## config.mk

```make
export PLATFORM = sky130hd
export DESIGN_NAME = nexus_nonce_dispatch
export DESIGN_NICKNAME = d
export VERILOG_FILES = /design/src/rtl/nexus_pow_pkg.sv /design/src/rtl/nexus_found_fifo.sv /design/src/rtl/nexus_nonce_dispatch.sv
export SDC_FILE = /design/constraint.sdc
export NUM_CORES = 2
export LEC_CHECK = 0
export ABC_CLOCK_PERIOD_IN_PS = 5700
export BUFFER_PORTS_ARGS = -buffer_cell sky130_fd_sc_hd__buf_2
export CAP_MARGIN = 20
export CORE_ASPECT_RATIO = 1.4
export CORE_MARGIN = 4
export CORE_UTILIZATION = 45
export CTS_BUF_LIST = sky130_fd_sc_hd__clkbuf_8 sky130_fd_sc_hd__clkbuf_16
export CTS_CLUSTER_SIZE = 16
export DETAILED_ROUTE_END_ITERATION = 12
export GPL_TIMING_DRIVEN = 0
export PLACE_DENSITY = 0.65
export SLEW_MARGIN = 15
export SYNTH_ARGS = -nofsm -noshare
export SYNTH_HDL_FRONTEND = slang
export SYNTH_HIERARCHICAL = 1
export SYNTH_SLANG_ARGS = --single-unit
```

## constraint.sdc

```tcl
create_clock -name clk -period 5.7 [get_ports clk]
set_clock_uncertainty 0.2 [all_clocks]
set_input_delay 0.855 -clock clk [delete_from_list [all_inputs] [get_ports clk]]
set_output_delay 0.855 -clock clk [all_outputs]
set_load 0.05 [all_outputs]
```

## src/rtl/nexus_pow_pkg.sv

```systemverilog
// Shared constants for the SK1024 proof-of-work datapath: stage counts,
// total pipeline latency and the nonce dispatcher state encoding.
package nexus_pow_pkg;

  localparam int SKEIN_ROUNDS    = 80;
  localparam int SKEIN_KEYINJ    = 21;
  localparam int SKEINRNDSTAGES  = SKEIN_ROUNDS;
  localparam int SKEINKEYSTAGES  = 2 * SKEIN_KEYINJ;
  localparam int SKEINBLKSTAGES  = SKEINRNDSTAGES + SKEINKEYSTAGES;
  localparam int KECCAK_ROUNDS   = 24;
  localparam int KECCAKRNDSTAGES = 2 * KECCAK_ROUNDS;

  // Two Skein blocks, three Keccak blocks, plus input and output registers.
  localparam int TOTALSTAGES = 2 * SKEINBLKSTAGES + 3 * KECCAKRNDSTAGES + 2;

  localparam int NONCE_W = 64;

  typedef enum logic [1:0] {
    ST_IDLE  = 2'd0,
    ST_RUN   = 2'd1,
    ST_DRAIN = 2'd2
  } disp_state_e;

endpackage

```

## src/rtl/nexus_found_fifo.sv

```systemverilog
// Small synchronous FIFO for found nonces; the head entry and its valid flag
// are held in registers so the host sees flop outputs.
module nexus_found_fifo #(
  parameter int WIDTH = 64,
  parameter int DEPTH = 4
) (
  input  logic             clk,
  input  logic             HashRst,
  input  logic             push,
  input  logic             pop,
  input  logic [WIDTH-1:0] din,
  output logic [WIDTH-1:0] dout,
  output logic             valid,
  output logic             full,
  output logic             empty
);
  import nexus_pow_pkg::*;

  localparam int AW = $clog2(DEPTH);
  localparam int CW = AW + 1;

  logic [WIDTH-1:0] mem_q [DEPTH];
  logic [WIDTH-1:0] mem_d [DEPTH];
  logic [AW-1:0]    wr_ptr_q, wr_ptr_d, rd_ptr_q, rd_ptr_d;
  logic [CW-1:0]    count_q, count_d;
  logic [WIDTH-1:0] head_q, head_d;
  logic             valid_q, valid_d;
  logic             do_push, do_pop;

  assign full    = (count_q == CW'(DEPTH));
  assign empty   = (count_q == '0);
  assign do_pop  = pop & ~empty;
  // A full queue still accepts a push when the head leaves in the same cycle.
  assign do_push = push & (~full | do_pop);

  always_comb begin
    mem_d    = mem_q;
    wr_ptr_d = wr_ptr_q;
    rd_ptr_d = rd_ptr_q;
    count_d  = count_q;
    if (do_push) begin
      mem_d[wr_ptr_q] = din;
      wr_ptr_d        = wr_ptr_q + 1'b1;
    end
    if (do_pop) begin
      rd_ptr_d = rd_ptr_q + 1'b1;
    end
    unique case ({do_push, do_pop})
      2'b10:   count_d = count_q + 1'b1;
      2'b01:   count_d = count_q - 1'b1;
      default: count_d = count_q;
    endcase
    valid_d = (count_d != '0);
    head_d  = valid_d ? mem_d[rd_ptr_d] : head_q;
  end

  always_ff @(posedge clk) begin
    if (HashRst) begin
      wr_ptr_q <= '0;
      rd_ptr_q <= '0;
      count_q  <= '0;
      valid_q  <= 1'b0;
      head_q   <= '0;
    end else begin
      wr_ptr_q <= wr_ptr_d;
      rd_ptr_q <= rd_ptr_d;
      count_q  <= count_d;
      valid_q  <= valid_d;
      head_q   <= head_d;
    end
  end

  always_ff @(posedge clk) begin
    mem_q <= mem_d;
  end

  assign dout  = head_q;
  assign valid = valid_q;

endmodule

```

## src/rtl/nexus_nonce_dispatch.sv

```systemverilog
// Issues consecutive nonces into the SK1024 pipeline, tracks the emerging
// nonce with a valid chain plus trailing counter, and queues target hits.
module nexus_nonce_dispatch #(
  parameter int TOTALSTAGES = nexus_pow_pkg::TOTALSTAGES,
  parameter int NONCE_W     = nexus_pow_pkg::NONCE_W,
  parameter int FIFO_DEPTH  = 4
) (
  input  logic               clk,
  input  logic               HashRst,
  input  logic               Start,
  input  logic               Stop,
  input  logic [NONCE_W-1:0] NonceStart,
  input  logic [NONCE_W-1:0] NonceEnd,
  input  logic [NONCE_W-1:0] Target,
  output logic [NONCE_W-1:0] CurNonce,
  output logic               NonceValid,
  input  logic [NONCE_W-1:0] KeccakOutputQword,
  output logic [NONCE_W-1:0] FoundNonce,
  output logic               FoundValid,
  input  logic               FoundReady,
  output logic               Overflow,
  output logic               Busy,
  output logic               Done
);
  import nexus_pow_pkg::*;

  disp_state_e              state_q, state_d;
  logic [NONCE_W-1:0]       cur_nonce_q, cur_nonce_d;
  logic [NONCE_W-1:0]       end_nonce_q, end_nonce_d;
  logic [NONCE_W-1:0]       out_nonce_q, out_nonce_d;
  logic                     nonce_valid_q, nonce_valid_d;
  logic                     overflow_q, overflow_d;
  logic                     done_q, done_d;
  logic [TOTALSTAGES-1:0]   chain_q, chain_d;
  logic                     tail, hit;
  logic                     fifo_full, fifo_empty, fifo_valid, fifo_pop;

  assign tail     = chain_q[TOTALSTAGES-1];
  assign hit      = tail & (KeccakOutputQword <= Target);
  assign fifo_pop = FoundReady & ~fifo_empty;

  always_comb begin
    state_d       = state_q;
    cur_nonce_d   = cur_nonce_q;
    end_nonce_d   = end_nonce_q;
    out_nonce_d   = out_nonce_q;
    nonce_valid_d = nonce_valid_q;
    overflow_d    = overflow_q;
    done_d        = 1'b0;
    chain_d       = {chain_q[TOTALSTAGES-2:0], nonce_valid_q};

    // The trailing counter replaces a nonce-wide delay line: issue order is
    // preserved, so it only needs to advance when a valid result emerges.
    if (tail) out_nonce_d = out_nonce_q + 1'b1;
    if (hit && fifo_full && !fifo_pop) overflow_d = 1'b1;

    unique case (state_q)
      ST_IDLE: begin
        if (Start) begin
          state_d       = ST_RUN;
          cur_nonce_d   = NonceStart;
          end_nonce_d   = NonceEnd;
          out_nonce_d   = NonceStart;
          nonce_valid_d = 1'b1;
          overflow_d    = 1'b0;
        end
      end
      ST_RUN: begin
        if (Stop || (cur_nonce_q == end_nonce_q)) begin
          state_d       = ST_DRAIN;
          nonce_valid_d = 1'b0;
        end else begin
          cur_nonce_d = cur_nonce_q + 1'b1;
        end
      end
      ST_DRAIN: begin
        if (chain_q == '0) begin
          state_d = ST_IDLE;
          done_d  = 1'b1;
        end
      end
      default: state_d = ST_IDLE;
    endcase
  end

  always_ff @(posedge clk) begin
    if (HashRst) begin
      state_q       <= ST_IDLE;
      cur_nonce_q   <= '0;
      nonce_valid_q <= 1'b0;
      overflow_q    <= 1'b0;
      done_q        <= 1'b0;
      chain_q       <= '0;
    end else begin
      state_q       <= state_d;
      cur_nonce_q   <= cur_nonce_d;
      nonce_valid_q <= nonce_valid_d;
      overflow_q    <= overflow_d;
      done_q        <= done_d;
      chain_q       <= chain_d;
    end
  end

  always_ff @(posedge clk) begin
    end_nonce_q <= end_nonce_d;
    out_nonce_q <= out_nonce_d;
  end

  nexus_found_fifo #(
    .WIDTH (NONCE_W),
    .DEPTH (FIFO_DEPTH)
  ) u_found_fifo (
    .clk     (clk),
    .HashRst (HashRst),
    .push    (hit),
    .pop     (fifo_pop),
    .din     (out_nonce_q),
    .dout    (FoundNonce),
    .valid   (fifo_valid),
    .full    (fifo_full),
    .empty   (fifo_empty)
  );

  assign CurNonce   = cur_nonce_q;
  assign NonceValid = nonce_valid_q;
  assign FoundValid = fifo_valid;
  assign Overflow   = overflow_q;
  assign Busy       = (state_q != ST_IDLE);
  assign Done       = done_q;

endmodule

```

==> impl_metrics.env <==
export IMPL_final_cell_count_no_fill=5520
export IMPL_gp_congestion=0.991
export IMPL_crit_start="u_found_fifo/count_q[1]$_SDFF_PP0_"
export IMPL_crit_path_end_kind="register"
export IMPL_finalPower_w=0.0139
export IMPL_post_place_ws_ps=-1220
export IMPL_synth_edff_count=64
export IMPL_crit_required_ps=6040
export IMPL_pwr_share_comb_pct=7.8
export IMPL_slew_violations=0
export IMPL_seqCellArea_sq_um=19000
export IMPL_grt_antenna_before_repair=27
export IMPL_portBuffers=393
export IMPL_fin_nets=4706
export IMPL_worstReg2RegEnd="u_found_fifo/dout[61]$_SDFFE_PP0P_"
export IMPL_multi_input_area_sq_um=16100
export IMPL_worstSetupPathType="register to register"
export IMPL_synth_warnings=6
export IMPL_pin_count=394
export IMPL_cts_made_buffers=86
export IMPL_crit_fanout=10
export IMPL_status="finished, final reports clean"
export IMPL_setup_ws_ps=340
export IMPL_syn_area_per_cell_sq_um=9.39
export IMPL_netlist_cell_type_count=78
export IMPL_core_sq_um=80500
export IMPL_ys_seq_elements=915
export IMPL_final_cell_mix="dfxtp_1 (851), buf_2 (411), nand3_1 (403)"
export IMPL_cts_sinks=915
export IMPL_cts_setup_buffers=0
export IMPL_postPlaceCellArea_sq_um=39900
export IMPL_firstDrtPassIters=6
export IMPL_clockBufferDepth=3
export IMPL_ff2ff_setup_slack_ps=340
export IMPL_synthSimpleGateAreaFrac_pct=24.8
export IMPL_slew_headroom_pct=22.6
export IMPL_synth_largest_area_cell="dfxtp_1"
export IMPL_ys_top_cells_by_area="dfxtp_1 (47%), nor2b_1 (6.8%), nand3_1 (5.5%), edfxtp_1 (5.3%), nand2_1 (3.9%)"
export IMPL_synth_fa_ha_area_share_pct=2.49
export IMPL_grt_pass1_wl_mm=184
export IMPL_seqPwrFrac_pct=50.0
export IMPL_vias_per_cell=5.63
export IMPL_async_flop_share_pct=0
export IMPL_fill_cells=7548
export IMPL_hold_viol=0
export IMPL_syn_to_final_growth_pct=17.3
export IMPL_cap_violations=0
export IMPL_worstHoldPathType="primary input to register"
export IMPL_wl_per_cell_microns=22.1
export IMPL_vdd_ir_drop_max_mv=0.264
export IMPL_tightest_slew_ps=1150
export IMPL_ctsHtreeMaxLevel=3
export IMPL_switching_power_w=0.00355
export IMPL_postLayoutCellArea_sq_um=42900
export IMPL_final_common_cell="dfxtp_1"
export IMPL_fin_crit_ps=5360
export IMPL_powerDensity_nw_per_um2=325
export IMPL_syn_inst=3890
export IMPL_layout_drive_gt1_share_pct=15.0
export IMPL_detail_route_antenna_nets=0
export IMPL_hold_ws_ps=171
export IMPL_grt_ovfl_total=0
export IMPL_timing_rr_start="u_found_fifo/count_q[1]$_SDFF_PP0_"
export IMPL_placed_cells=5347
export IMPL_synth_xor_area_share_pct=3.14
export IMPL_initial_core_util_pct=45.4
export IMPL_yosysSeqAreaShare_pct=51.9
export IMPL_route_vias_total=31100
export IMPL_drtIter0Drc=2851
export IMPL_row_count=123
export IMPL_grt_usage_pct=27.3
export IMPL_first_global_vias=30400
export IMPL_synth_cell_area_sq_um=36500
export IMPL_dieHeight_microns=345
export IMPL_synth_top_family_by_area="simple AND/OR/NAND/NOR gates"
export IMPL_max_freq_ghz=0.187
export IMPL_startpoint_type="register"
export IMPL_timing_final_crit_share_pct=94.0
export IMPL_power_clock_fraction_pct=42.3
export IMPL_cp_endpoint="u_found_fifo/dout[61]$_SDFFE_PP0P_"
export IMPL_cts_tree="done"
export IMPL_synthMuxAreaShare_pct=3.14
export IMPL_switching_share_pct=25.5
export IMPL_synthFlopType="dfxtp_1"
export IMPL_chipWidth_microns=249
export IMPL_hold_depth=1
export IMPL_crit_arrival_ps=5700
export IMPL_drc=0
export IMPL_clock_root_buffer="clkbuf_16"
export IMPL_report_final_setup_viol=0
export IMPL_r2r_cells=17
export IMPL_syn_nets=4223
export IMPL_synth_compound_area_share_pct=10.5
export IMPL_grt_max_degree=39
export IMPL_dieArea_sq_um=85800
export IMPL_clock_latency_ps=660
export IMPL_yosysTopAreaCellShare_pct=46.6
export IMPL_path_clk_slew_ps=60
export IMPL_rsz0062_at_grt="no"
export IMPL_p_int_w=0.0104
export IMPL_wl_mm=122
export IMPL_power_leakage_nw=18.0
export IMPL_dp_hpwl_mm=92.2
worst max-delay path, stage by stage, from the launching register on:
cell	delay, ps
dfxtp_1	450
nor3_1	80
nor2b_1	280
or4b_1	160
clkbuf_1	420
clkbuf_1	590
clkbuf_1	510
nand2_1	200
ha_1	240
inv_1	70
fa_1	390
nor2b_1	140
mux2_2	270
nand3_1	100
clkbuf_2	410
clkbuf_2	390
nor2_1	90
a211oi_1	230
stage by stage:
stage	TNS, ps	utilization [%]
after detailed placement	-68600	49.5
after floorplan	0	-
after global routing	0	53.2
after global placement	-91130	49.5
final	0	53.2
after CTS	0	53.2
routing by layer:
layer	track usage, %	wire length [microns]
met5	0.840	229
met4	12.1	5390
met3	6.50	10700
met2	45.7	57500
met1	33.6	48200
power groups by stage:
| stage | clock, W | combinational [W] | sequential (W) |
|---|---|---|---|
| global placement | 0 | 0.00105 | 0.00708 |
| CTS | 0.00598 | 0.00106 | 0.00693 |
| detailed placement | 0 | 0.00106 | 0.00708 |
| global route | 0.00624 | 0.00116 | 0.00696 |
| floorplan | 0 | 0.000498 | 0.00710 |
| finish | 0.00588 | 0.00108 | 0.00695 |
area by class of cell:
type	count	area share (%)
multi-input combinational	2619	37.7
inverter	93	0.815
clock buffer	112	5.96
tap	1062	3.10
timing repair buffer	395	4.65
sequential	915	44.2
buffer	263	2.64
clock inverter	44	0.832
antenna	17	0.0993
what timing repair did:
item / CTS / global route
gates resized for setup: 3 / 18
hold endpoints to repair: 0 / 0
hold buffers: 0 / 0
setup endpoints to repair: 64 / 61
worst min-delay path by stage:
stage	startpoint	to	slack [ps]
final	NonceEnd[52]	end_nonce_q[52]$_DFFE_PP_	170
after floorplan	chain_q[85]$_SDFF_PP0_	chain_q[86]$_SDFF_PP0_	230
after detailed placement	chain_q[47]$_SDFF_PP0_	chain_q[48]$_SDFF_PP0_	250
after global routing	NonceEnd[32]	end_nonce_q[32]$_DFFE_PP_	160
after global placement	chain_q[200]$_SDFF_PP0_	chain_q[201]$_SDFF_PP0_	240
after CTS	NonceEnd[32]	end_nonce_q[32]$_DFFE_PP_	130
cells in the mapped netlist (18+ instances only):
cell	number
dfxtp_1	851
nand3_1	403
nor2b_1	398
nand2_1	375
o21ai_0	279
clkbuf_1	200
nor2_1	139
nand4_1	136
nor4_1	131
xor2_1	95
inv_1	92
a211oi_1	81
ha_1	71
o2111ai_1	66
edfxtp_1	64
mux2_4	60
a21oi_1	50
nor3_1	39
xnor2_1	36
and3_1	33
buf_1	29
o31ai_1	26
a31oi_1	18
mux2i_1	18
registers in the layout (all words and copies together), names as in the netlist:
name,flops
Done,1
CurNonce,64
u_found_fifo/mem_q,256
Overflow,1
state_q,2
chain_q,390
end_nonce_q,64
out_nonce_q,64
u_found_fifo/wr_ptr_q,2
u_found_fifo/count_q,3
u_found_fifo/rd_ptr_q,2
NonceValid,1
u_found_fifo/valid,1
u_found_fifo/dout,64
logic make-up after synthesis:
family / after synthesis
and+or+nand+nor: 1725
DFF: 915
AOI/OAI and AO/OA: 607
buffers and inverters: 356
xor gates and xnor gates: 131
muxes: 84
adders and majority gates: 72
No activity file was read; power rests on OpenSTA's default activity.
